<file path="src/rtl/arb_fifo_pair.sv">
// arb_fifo_pair: two DEPTH-entry FIFOs merged by a round-robin arbiter into a
// single show-ahead valid/ready output stream.
// Optional feature macro: ARB_FIFO_DROP_CNT_EN adds saturating 8-bit counters
// of rejected pushes (drop_cnt0, drop_cnt1).
module arb_fifo_pair #(
  parameter int WIDTH  = 8,
  parameter int DEPTH  = 4,
  parameter int ADDR_W = 2
) (
  input  logic             clk,
  input  logic             rst,
  input  logic             push0,
  input  logic [WIDTH-1:0] data_in0,
  output logic             full0,
  output logic             empty0,
  input  logic             push1,
  input  logic [WIDTH-1:0] data_in1,
  output logic             full1,
  output logic             empty1,
  output logic             out_valid,
  input  logic             out_ready,
  output logic [WIDTH-1:0] data_out,
  output logic             out_src
`ifdef ARB_FIFO_DROP_CNT_EN
  ,
  output logic [7:0]       drop_cnt0,
  output logic [7:0]       drop_cnt1
`endif
);

  localparam logic [ADDR_W:0]   CNT_FULL = (ADDR_W+1)'(DEPTH);
  localparam logic [ADDR_W:0]   CNT_ZERO = (ADDR_W+1)'(0);
  localparam logic [ADDR_W:0]   CNT_ONE  = (ADDR_W+1)'(1);
  localparam logic [ADDR_W-1:0] PTR_ZERO = ADDR_W'(0);
  localparam logic [ADDR_W-1:0] PTR_ONE  = ADDR_W'(1);

  logic [1:0]       w_push_req;
  logic [WIDTH-1:0] w_din  [2];
  logic [WIDTH-1:0] w_head [2];
  logic [1:0]       w_full;
  logic [1:0]       w_empty;
  logic [1:0]       w_push;
  logic [1:0]       w_pop;
  logic             w_grant;
  logic             w_valid;
  logic             w_fire;
  logic [WIDTH-1:0] w_data;
  logic             r_last_grant;

  assign w_push_req = {push1, push0};
  assign w_din[0]   = data_in0;
  assign w_din[1]   = data_in1;

  genvar g;
  generate
    for (g = 0; g < 2; g++) begin : g_fifo
      logic [WIDTH-1:0]  r_mem [DEPTH];
      logic [ADDR_W-1:0] r_wr_ptr;
      logic [ADDR_W-1:0] r_rd_ptr;
      logic [ADDR_W:0]   r_cnt;

      // full/empty come only from the registered count
      assign w_full[g]  = (r_cnt == CNT_FULL);
      assign w_empty[g] = (r_cnt == CNT_ZERO);
      // a push into a full FIFO is dropped even if that FIFO pops this cycle
      assign w_push[g]  = w_push_req[g] & ~w_full[g];
      assign w_pop[g]   = w_fire & (w_grant == 1'(g));
      assign w_head[g]  = r_mem[r_rd_ptr];

      // storage write; contents are deliberately not reset
      always_ff @(posedge clk) begin
        if (w_push[g]) begin
          r_mem[r_wr_ptr] <= w_din[g];
        end
      end

      // pointer and occupancy bookkeeping
      always_ff @(posedge clk or negedge rst) begin
        if (!rst) begin
          r_wr_ptr <= PTR_ZERO;
          r_rd_ptr <= PTR_ZERO;
          r_cnt    <= CNT_ZERO;
        end else begin
          if (w_push[g]) begin
            r_wr_ptr <= r_wr_ptr + PTR_ONE;
          end
          if (w_pop[g]) begin
            r_rd_ptr <= r_rd_ptr + PTR_ONE;
          end
          case ({w_push[g], w_pop[g]})
            2'b10:   r_cnt <= r_cnt + CNT_ONE;
            2'b01:   r_cnt <= r_cnt - CNT_ONE;
            default: r_cnt <= r_cnt;
          endcase
        end
      end

`ifdef ARB_FIFO_DROP_CNT_EN
      logic [7:0] r_drop_cnt;

      // saturating count of pushes rejected because the FIFO was full
      always_ff @(posedge clk or negedge rst) begin
        if (!rst) begin
          r_drop_cnt <= 8'h00;
        end else if (w_push_req[g] && w_full[g] && (r_drop_cnt != 8'hFF)) begin
          r_drop_cnt <= r_drop_cnt + 8'h01;
        end
      end
`endif
    end
  endgenerate

`ifdef ARB_FIFO_DROP_CNT_EN
  assign drop_cnt0 = g_fifo[0].r_drop_cnt;
  assign drop_cnt1 = g_fifo[1].r_drop_cnt;
`endif

  // round-robin grant from registered state; alternates only when both hold data
  always_comb begin
    w_grant = 1'b0;
    if (!w_empty[0] && !w_empty[1]) begin
      w_grant = ~r_last_grant;
    end else if (!w_empty[1]) begin
      w_grant = 1'b1;
    end else begin
      w_grant = 1'b0;
    end
  end

  assign w_valid = ~(w_empty[0] & w_empty[1]);
  assign w_fire  = w_valid & out_ready;

  // show-ahead output mux, forced to zero when nothing is valid
  always_comb begin
    w_data = {WIDTH{1'b0}};
    if (!w_valid) begin
      w_data = {WIDTH{1'b0}};
    end else if (w_grant) begin
      w_data = w_head[1];
    end else begin
      w_data = w_head[0];
    end
  end

  // remember which FIFO was served last; updated only on an accepted pop
  always_ff @(posedge clk or negedge rst) begin
    if (!rst) begin
      r_last_grant <= 1'b1;
    end else if (w_fire) begin
      r_last_grant <= w_grant;
    end
  end

  assign full0     = w_full[0];
  assign empty0    = w_empty[0];
  assign full1     = w_full[1];
  assign empty1    = w_empty[1];
  assign out_valid = w_valid;
  assign data_out  = w_data;
  assign out_src   = w_valid & w_grant;

endmodule
</file>
<file path="config.mk">
export PLATFORM = sky130hd
export DESIGN_NAME = arb_fifo_pair
export DESIGN_NICKNAME = d
export VERILOG_FILES = /design/src/rtl/arb_fifo_pair.sv
export SDC_FILE = /design/constraint.sdc
export NUM_CORES = 1
export LEC_CHECK = 0
export CAP_MARGIN = 40
export CORE_AREA = 2 2 67 132
export DETAILED_ROUTE_END_ITERATION = 8
export DIE_AREA = 0 0 69 134
export GPL_ROUTABILITY_DRIVEN = 0
export PLACE_DENSITY = 0.71
export SLEW_MARGIN = 10
export SYNTH_ARGS = -nofsm -noshare
export SYNTH_HDL_FRONTEND = slang
export SYNTH_SLANG_ARGS = --single-unit
</file>
<file path="constraint.sdc">
create_clock -name clk -period 2.4 [get_ports clk]
set_input_delay 0.48 -clock clk [delete_from_list [all_inputs] [get_ports clk]]
set_output_delay 0.48 -clock clk [all_outputs]
set_load 0.005 [all_outputs]
</file>
==> impl_results.md <==
- Initial antenna violation count: 0
- DRC viols: 0
- Syn_area_per_cell: between 15 and 20 µm²
- Fillers: between 600 and 700
- Register area share after synthesis: between 60 and 70%
- First-pass iteration count of the detailed router: 4
- EDFF count, synth: 64
- Internal power: a little under 4000 µW
- Reg-to-Reg Start: g_fifo[1].r_cnt[1]
- Core area: between 8000 and 9000 µm²
- Met2 global-route usage: around a quarter
- Final setup violation count: 0
- Setup Skew: roughly 0.0052 ns
- Non-Filler Instances: between 300 and 400
- RSZ-0062 raised after global routing: yes
- Required time of the critical path: around 1.9 ns
- Vias in the first global route: 1836
- Hold path startpoint: g_fifo[1].r_cnt[2]
- Grt ovf: 0
- Max_slew headroom: a little under three fifths
- Layout area overhead: 26.5%
- Area of the multi-input gates: 960 µm²
- Aggregate global-route resource usage: about an eighth
- H-tree levels: 3
- Drt wl/cell: about 16 µm
- Final setup margin: ~0.0054 ns
- GR peak layer: met2
- Arrival time worst endpoint: between 1.5 and 2 ns
- Die area: 9250 µm²
- Netlist cell types: 30
- Status: finished, final reports clean
- Combinational group share of total power: a little under two fifths
- Leak: ~0.0016 µW
- Main flop type after synthesis: edfxtp_1
- Routed vias: about 1700
- Worst-skew pair later-pin latency: between 0.3 and 0.4 ns
- Commonest non-fill, non-tap cell in the layout: edfxtp_1
- Sw Ratio: 29.9%
- Final min period: 2.39 ns
- Fraction of registers with async set/reset: a little under a fifth
- Syn Std Cell Area: approximately 3300 µm²
- Largest net degree at the start of global routing: 16
- DP HPWL: ~4000 µm
- First-pass GRT wire length: ~8900 µm
- CTS root buf: clkbuf_16
- Crit Path Max Fanout: 3
- Crit Path Category: reg2out
- Met1 Use GR: 12.4%
- Syn. warnings: 0
- Pwr per Cell Area: 1300 nW/µm²
- Initial Util: around two fifths
- Most frequent cells in the layout: edfxtp_1, clkdlybuf4s50_1, mux4_2, inv_1, dfrtp_1
- Share of layout cells above drive strength 1: 26.7%
- # hold bufs at CTS: 0
- Syn nets: around 210
- Hold Path Class: reg2reg
- VDD IR max: about 650 µV
- WL final: 5520 µm
- Final hold viol count: 0
- Synth Instances: 179
- GR Util met3: under 10%
- Startpoint Class: register
- Slew Viols, Final: 0
- Layout Nets: 269
- FF+latch count, synth: 79
- Die height: 134 µm
- Vias per cell: between 4 and 5
- Antenna viol nets, final: 0
- Max clock buf depth: 2
- 1st-iter DRT viols: 84
- Ant diodes: 0
- Clock network power share: about a quarter
- Flop pwr share: 38.5%
- IO buf count: 34
- Register area: between 2000 and 2500 µm²
- Row cnt: between 40 and 50
- Top Ports: 35
- DP Cell Count: 318
- Fmax: about 0.42 GHz
- CTS sink cnt: 79
- CTS tree: built
- MaxCap Viol Count: 0
- Total CTS buffers: 9
- Clock slew at reported path FFs: 0.06 ns
- Crit path from: g_fifo[1].r_rd_ptr[0]
- Worst-margin pin slew: around 0.65 ns
- Setup_tns: 0 ns
- Net Switching: around 1600 µW
- Worst Setup End Kind: output pin
- Crit share post-route: about 100%
- Setup Slack @ Placement: -0.0153 ns
- Die width: slightly below 70 µm
==> worst paths after layout <==
| check | depth (start not counted) | slack, ns | to |
|---|---|---|---|
| setup reg to reg | 10 | 0.21 | g_fifo[0].r_cnt[2] |
| setup / recovery | 6 | 0.005 | data_out[6] |
| hold reg to reg | 1 | 0.54 | g_fifo[1].r_cnt[2] |
| max in group asynchronous | 1 | 1.38 | g_fifo[1].r_rd_ptr[0] |
| min in group asynchronous | 1 | 0.56 | g_fifo[1].r_cnt[1] |
| hold / removal | 1 | 0.54 | g_fifo[1].r_cnt[2] |
==> Yosys cell counts, types with 2 or more instances <==
cell / instances / area, µm²
nor2b_2: 2 / 17.5
buf_1: 2 / 7.51
a22o_1: 8 / 70.1
nor3b_2: 2 / 25.0
nor2_1: 2 / 7.51
nor3_2: 3 / 30.0
dfrtp_1: 14 / 350
xnor2_1: 6 / 52.6
mux2_1: 2 / 22.5
and2_1: 8 / 50.1
o21ai_0: 2 / 10.0
edfxtp_1: 64 / 1920
o31a_1: 2 / 17.5
nand2_1: 3 / 11.3
fa_1: 2 / 40.0
ha_1: 10 / 125
mux4_2: 16 / 360
inv_1: 14 / 52.6
xor2_1: 6 / 52.6
==> area by class of cell <==
class,instances,share of cell area (%)
sequential,79,54.5
clock inverter,5,1.39
tap,98,2.90
multi-input combinational,81,22.7
inverter,14,1.24
clock buffer,10,5.42
timing repair buffer,51,11.9
==> worst max-delay path: stages, from the launching register on <==
cell     delay [ns]
dfrtp_2        0.45
buf_12         0.14
buf_12         0.12
buf_6          0.10
mux4_2         0.44
a22o_1         0.22
buf_2          0.12
==> routing by layer <==
| layer | up-vias | wire length [µm] |
|---|---|---|
| met2 | 37 | 3170 |
| met1 | 839 | 2010 |
| met3 | 8 | 209 |
| met4 | 0 | 131 |
| met5 | - | 0 |
| li1 | 794 | - |
==> power by group through the flow <==
stage | clock network [µW] | logic (µW) | registers (µW)
2_1_floorplan | 0 | 1290 | 2040
3_3_place_gp | 0 | 2060 | 2110
3_5_place_dp | 0 | 2100 | 2130
4_1_cts | 1310 | 2150 | 2120
5_1_grt | 1360 | 2290 | 2160
6_report | 1300 | 2080 | 2110
==> sequential cells by signal, summed over array words and instances (netlist names) <==
register / count
g_fifo.r_cnt: 6
g_fifo.r_mem: 64
r_last_grant: 1
g_fifo.r_wr_ptr: 4
g_fifo.r_rd_ptr: 4
==> logic make-up (layout without fill, tap and decap cells) <==
kind of cell	Yosys count	in the layout	share of synthesized area [%]
AOI/OAI and AO/OA	16	16	3.82
xor gates and xnor gates	12	12	3.15
adders and majority gates	12	12	4.95
buffers and inverters	19	80	2.51
DFF	79	79	68.9
muxes	19	19	11.8
and+or+nand+nor	22	22	4.91
==> stage by stage <==
stage	hold WS [ns]	utilization, %	power (µW)	area [µm²]
final	0.538	51.3	5480	4220
after global routing	0.554	51.3	5810	4220
after CTS	0.541	51.5	5580	4240
after detailed placement	0.535	47.2	4230	3880
after global placement	0.521	47.2	4180	3880
after floorplan	0.184	-	3320	3340
==> timing repair <==
action,in CTS,in global routing
resized for setup,22,3
endpoints found under the setup margin,9,5
cloned,1,0
setup buffers,4,0
pin swaps,5,3
No activity file was read; power rests on OpenSTA's default activity.
